**config.mk**
```make
export PLATFORM = sky130hd
export DESIGN_NAME = regfile_wb_arbiter
export DESIGN_NICKNAME = d
export VERILOG_FILES = /design/src/rtl/regfile_wb_arbiter.sv
export SDC_FILE = /design/constraint.sdc
export NUM_CORES = 1
export LEC_CHECK = 0
export CORE_UTILIZATION = 30
export DETAILED_ROUTE_END_ITERATION = 7
export PLACE_DENSITY_LB_ADDON = 0.15
export SYNTH_ARGS = -nofsm -noshare
export SYNTH_HDL_FRONTEND = slang
export SYNTH_SLANG_ARGS = --single-unit
```
**constraint.sdc**
```tcl
create_clock -name clk -period 1.6 [get_ports clk]
set_input_delay 0.4 -clock clk [delete_from_list [all_inputs] [get_ports clk]]
set_output_delay 0.4 -clock clk [all_outputs]
set_load 0.1 [all_outputs]
```
**src/rtl/regfile_wb_arbiter.sv**
```systemverilog
`default_nettype none
// ===========================================================================
// regfile_wb_arbiter : round-robin share of the register-file write port
//   between ALU (src0) and LSU (src1), with a one-deep output stage.
// Revision 1.0
// ===========================================================================
module regfile_wb_arbiter #(
  parameter int XLEN  = 32,
  parameter int AW    = 5,
  parameter int CNT_W = 32
) (
  input  logic             clk,
  input  logic             rst_n,
  input  logic             s0_valid_i,
  input  logic [AW-1:0]    s0_rd_i,
  input  logic [XLEN-1:0]  s0_data_i,
  output logic             s0_ready_o,
  input  logic             s1_valid_i,
  input  logic [AW-1:0]    s1_rd_i,
  input  logic [XLEN-1:0]  s1_data_i,
  output logic             s1_ready_o,
  output logic             rf_we_o,
  output logic [AW-1:0]    rf_rd_o,
  output logic [XLEN-1:0]  rf_wdata_o,
  input  logic [AW-1:0]    rs1_i,
  input  logic [AW-1:0]    rs2_i,
  output logic             fwd1_hit_o,
  output logic             fwd2_hit_o,
  output logic [XLEN-1:0]  fwd_data_o,
  output logic [CNT_W-1:0] wr_count_o
);

  // prio_q=1 means src1 wins a tie (src0 was granted most recently)
  logic             prio_q,     prio_d;
  logic             rf_we_q,    rf_we_d;
  logic [AW-1:0]    rf_rd_q,    rf_rd_d;
  logic [XLEN-1:0]  rf_wdata_q, rf_wdata_d;
  logic [CNT_W-1:0] wr_count_q, wr_count_d;
  logic             gnt0, gnt1;

  // Grants are suppressed while reset is asserted so no transfer can be seen.
  always_comb begin
    gnt0 = 1'b0;
    gnt1 = 1'b0;
    if (rst_n) begin
      if (s0_valid_i && (!s1_valid_i || !prio_q)) begin
        gnt0 = 1'b1;
      end else if (s1_valid_i) begin
        gnt1 = 1'b1;
      end
    end
  end

  always_comb begin
    prio_d     = prio_q;
    rf_we_d    = 1'b0;
    rf_rd_d    = rf_rd_q;
    rf_wdata_d = rf_wdata_q;
    wr_count_d = wr_count_q;
    if (gnt0) begin
      prio_d     = 1'b1;
      rf_rd_d    = s0_rd_i;
      rf_wdata_d = s0_data_i;
      rf_we_d    = (s0_rd_i != '0);
    end else if (gnt1) begin
      prio_d     = 1'b0;
      rf_rd_d    = s1_rd_i;
      rf_wdata_d = s1_data_i;
      rf_we_d    = (s1_rd_i != '0);
    end
    if (rf_we_d) begin
      wr_count_d = wr_count_q + {{(CNT_W-1){1'b0}}, 1'b1};
    end
  end

  always_ff @(posedge clk or negedge rst_n) begin
    if (!rst_n) begin
      prio_q     <= 1'b0;
      rf_we_q    <= 1'b0;
      rf_rd_q    <= '0;
      rf_wdata_q <= '0;
      wr_count_q <= '0;
    end else begin
      prio_q     <= prio_d;
      rf_we_q    <= rf_we_d;
      rf_rd_q    <= rf_rd_d;
      rf_wdata_q <= rf_wdata_d;
      wr_count_q <= wr_count_d;
    end
  end

  assign s0_ready_o = gnt0;
  assign s1_ready_o = gnt1;
  assign rf_we_o    = rf_we_q;
  assign rf_rd_o    = rf_rd_q;
  assign rf_wdata_o = rf_wdata_q;
  assign wr_count_o = wr_count_q;

  // Bypass is driven only from registered state; x0 never forwards.
  assign fwd1_hit_o = rf_we_q && (rf_rd_q == rs1_i) && (rs1_i != '0);
  assign fwd2_hit_o = rf_we_q && (rf_rd_q == rs2_i) && (rs2_i != '0);
  assign fwd_data_o = rf_wdata_q;

endmodule
`default_nettype wire
```
==> results by group <==
Final layout
  • Multi-input logic area: 0.00151 mm^2
  • Synthesis-to-finish area growth: 123%
  • Nets: 661
  • Fillers: 817
  • Antenna cell count: 0
  • Share of the core filled with cells: 68.9%
  • Share of cells above drive strength 1: 56.0%
  • Design area: 0.00786 mm^2
  • Reg area: 0.00191 mm^2

Worst hold path
  • Worst min path class: in2async

GRT
  • Largest net degree at the start of global routing: 46
  • Vias in the first global route: 3745
  • Gr ovfl total: 0
  • GRT Util Overall: 21.6%
  • First-pass GRT wire length: 20800 um
  • Initial antenna violation count: 0

Yosys
  • Count leader, synth: dfrtp_1
  • Post-Syn Nets: 422
  • Cell taking the most area after synthesis: dfrtp_1
  • Sequential fraction of the synthesis area: 50.4%
  • Synthesized area per cell: 10.6 um^2
  • Yosys cell types: 31
  • Synth top cells by count: 71 x dfrtp_1, 42 x inv_1, 37 x a222oi_1, 34 x buf_4, 28 x xnor2_1
  • FF+latch count, synth: 71
  • Main synth FF type: dfrtp_1
  • Post-Synthesis Cells: 333
  • Number of enable flip-flop cells after synthesis: 0
  • Ranking of synthesized cells by area: dfrtp_1 50%, a222oi_1 11%, buf_4 7.2%
  • Synth warnings: 0
  • Post-Syn Area: 0.00353 mm^2
  • Area share of the largest cell type after synthesis: 50.4%
  • Async S/R FF share, synth: 100%

STA
  • Skew final: 0.00684 ns
  • Slew of the pin with the lowest slew margin: 0.615 ns
  • Highest clock rate: 462 MHz
  • Max_slew headroom: 59.0%
  • Unrepaired setup endpoints after global routing: yes
  • Final Hold Fails: 0
  • Final Setup Violations: 38
  • Fin crit period: 2.17 ns
  • Max Slew Vio Count: 0
  • Final period util: 135%
  • Total Neg Setup Slack: -3.46 ns
  • Worst setup margin: -0.565 ns

Pwr
  • PD cells: 1340 mW/mm^2
  • Static Leak: 3.48 nW
  • Peak supply drop: 0.00168 V

Worst setup path
  • Crit path required time: 1.20 ns
  • WP data arrival: 1.77 ns
  • RR Startpoint: prio_q
  • CP Class: reg2out
  • Critical path startpoint category: flop
  • Crit path capture type: output port
  • Flop-to-flop setup slack: -0.17 ns
  • Worst-path fanout max: 3
  • Reg2reg path depth: 8
  • RR Endpoint: rf_rd_o[1]

Drt
  • Drt total wl: 13100 um
  • DR iter-0 viols: 333
  • Wirelength per Cell: 18.2 um
  • DRC violation count after routing: 0
  • Drt first pass iters: 6
  • Vias: 3588
  • Vias/cell: 4.98
  • Antenna Nets Post-Route: 0

Floorplanning
  • Die height: 110 um
  • Initial Util: 30.9%
  • # rows: 39
  • # IOs: 194
  • Die W: 110 um
  • Die ar.: 0.0122 mm^2
  • Core box area: 0.0114 mm^2

Clock network
  • CTS H-tree depth: 3
  • Max Root-Sink Buffers: 2
  • TritonCTS Buffers: 9
  • CTS tree: done
  • Worst-path clk slew: 0.06 ns
  • Clock latency at the later pin of the worst-skew pair: 0.32 ns
  • Sink Count: 71
  • Root Driver: clkbuf_16

Placed design
  • PortBufs: 193
  • Cell Area, Placed: 0.00713 mm^2
  • Global placement routability congestion: 0.808
  • Post-DP HPWL: 9260 um

Outcome
  • Status: finished, violations left
  • Failing checks: setup timing

Job
  • Max cap viols: 0
layout by cell type, fill, tap and decap left out, types with 2 or more instances in the layout:
master	count
a21o_1	2
buf_12	112
nor3_2	2
xor2_1	10
nor4_4	3
nand2_2	3
clkinv_2	3
nand3_1	2
nor3_1	2
nor4_1	3
a21oi_1	2
inv_1	40
clkbuf_16	10
and3_4	2
nand4_4	2
buf_4	56
nand2_1	15
dfrtp_1	7
nor2_2	2
buf_2	3
dlygate4sd2_1	6
nand4_1	11
xnor2_1	27
nor2_1	8
a222oi_1	37
nor3_4	4
buf_6	19
nand3_2	15
dfrtp_4	22
dfrtp_2	42
clkdlybuf4s50_1	70
and3_1	6
clkinvlp_4	3
worst max-delay path by stage:
stage / startpoint / endpoint / slack (ns) / cells past startpoint
finish: rf_rd_o[0] / fwd1_hit_o / -0.57 / 5
global route: rf_rd_o[0] / fwd1_hit_o / -0.58 / 5
CTS: rf_rd_o[3] / fwd2_hit_o / -0.54 / 6
detailed placement: s1_rd_i[2] / wr_count_o[15] / -0.74 / 8
global placement: s1_rd_i[2] / wr_count_o[4] / -0.70 / 8
floorplan: rf_rd_o[2] / fwd2_hit_o / -0.46 / 5
worst max-delay path, cell delays in order (launching register included):
cell and delay, ns:
dfrtp_4 0.49, buf_6 0.13, xor2_1 0.13, nor4_1 0.27, and3_4 0.24, buf_12 0.17
final cells by class:
class                      instances  area share [%]
clock buffer                      10            3.04
clock inverter                     6           0.764
inverter                          43            2.31
multi-input combinational        171            19.2
sequential                        71            24.3
tap                              143            2.28
timing repair buffer             274            47.8
timing repair inverter             2           0.318
power by group:
| part | total, W | switching [W] | leakage [nW] | internal (W) |
|---|---|---|---|---|
| Combinational | 0.00600 | 0.00373 | 2.52 | 0.00227 |
| Clock | 0.00200 | 0.000759 | 0.144 | 0.00124 |
| Sequential | 0.00257 | 0.000426 | 0.816 | 0.00214 |
metrics by stage:
stage	std cells	worst slack [ns]	hold WS [ns]	power, W
5_1_grt	720	-0.581	0.147	0.0109
6_report	720	-0.565	0.117	0.0106
3_3_place_gp	677	-0.701	0.320	0.00835
3_5_place_dp	677	-0.743	0.328	0.00840
4_1_cts	714	-0.539	0.130	0.0106
2_1_floorplan	333	-0.459	0.104	0.00604
flip-flops by register name, summed over array words and instances, names as in the netlist:
| signal | flops |
|---|---|
| fwd_data_o | 32 |
| prio_q | 1 |
| rf_rd_o | 5 |
| rf_we_o | 1 |
| wr_count_o | 32 |
what timing repair did:
| item | 4_1_cts | 5_1_grt |
|---|---|---|
| endpoints found under the setup margin | 66 | 68 |
| resized for setup | 64 | 24 |
| hold buffers | 1 | 0 |
| cloned | 5 | 1 |
| endpoints found under the hold margin | 1 | 0 |
| buffers inserted | 16 | 8 |
| pin swaps | 28 | 19 |
logic make-up (layout without fill, tap and decap cells):
logic type                 after synthesis  count (layout)  share of synthesized area, %
xor gates and xnor gates                39              39                          9.69
AOI/OAI and AO/OA                       44              44                          11.7
DFF                                     71              71                          50.4
and+or+nand+nor                         87              87                          14.3
buffers and inverters                   91             335                          13.6
adders and majority gates                1               1                         0.355
per-layer routing:
layer | global-route usage [%] | wire, um
met1 | 27.8 | 5480
met2 | 37.2 | 6750
met3 | 3.95 | 740
met4 | 5.24 | 139
met5 | 0 | 0
(Power assumes the default switching activity.)
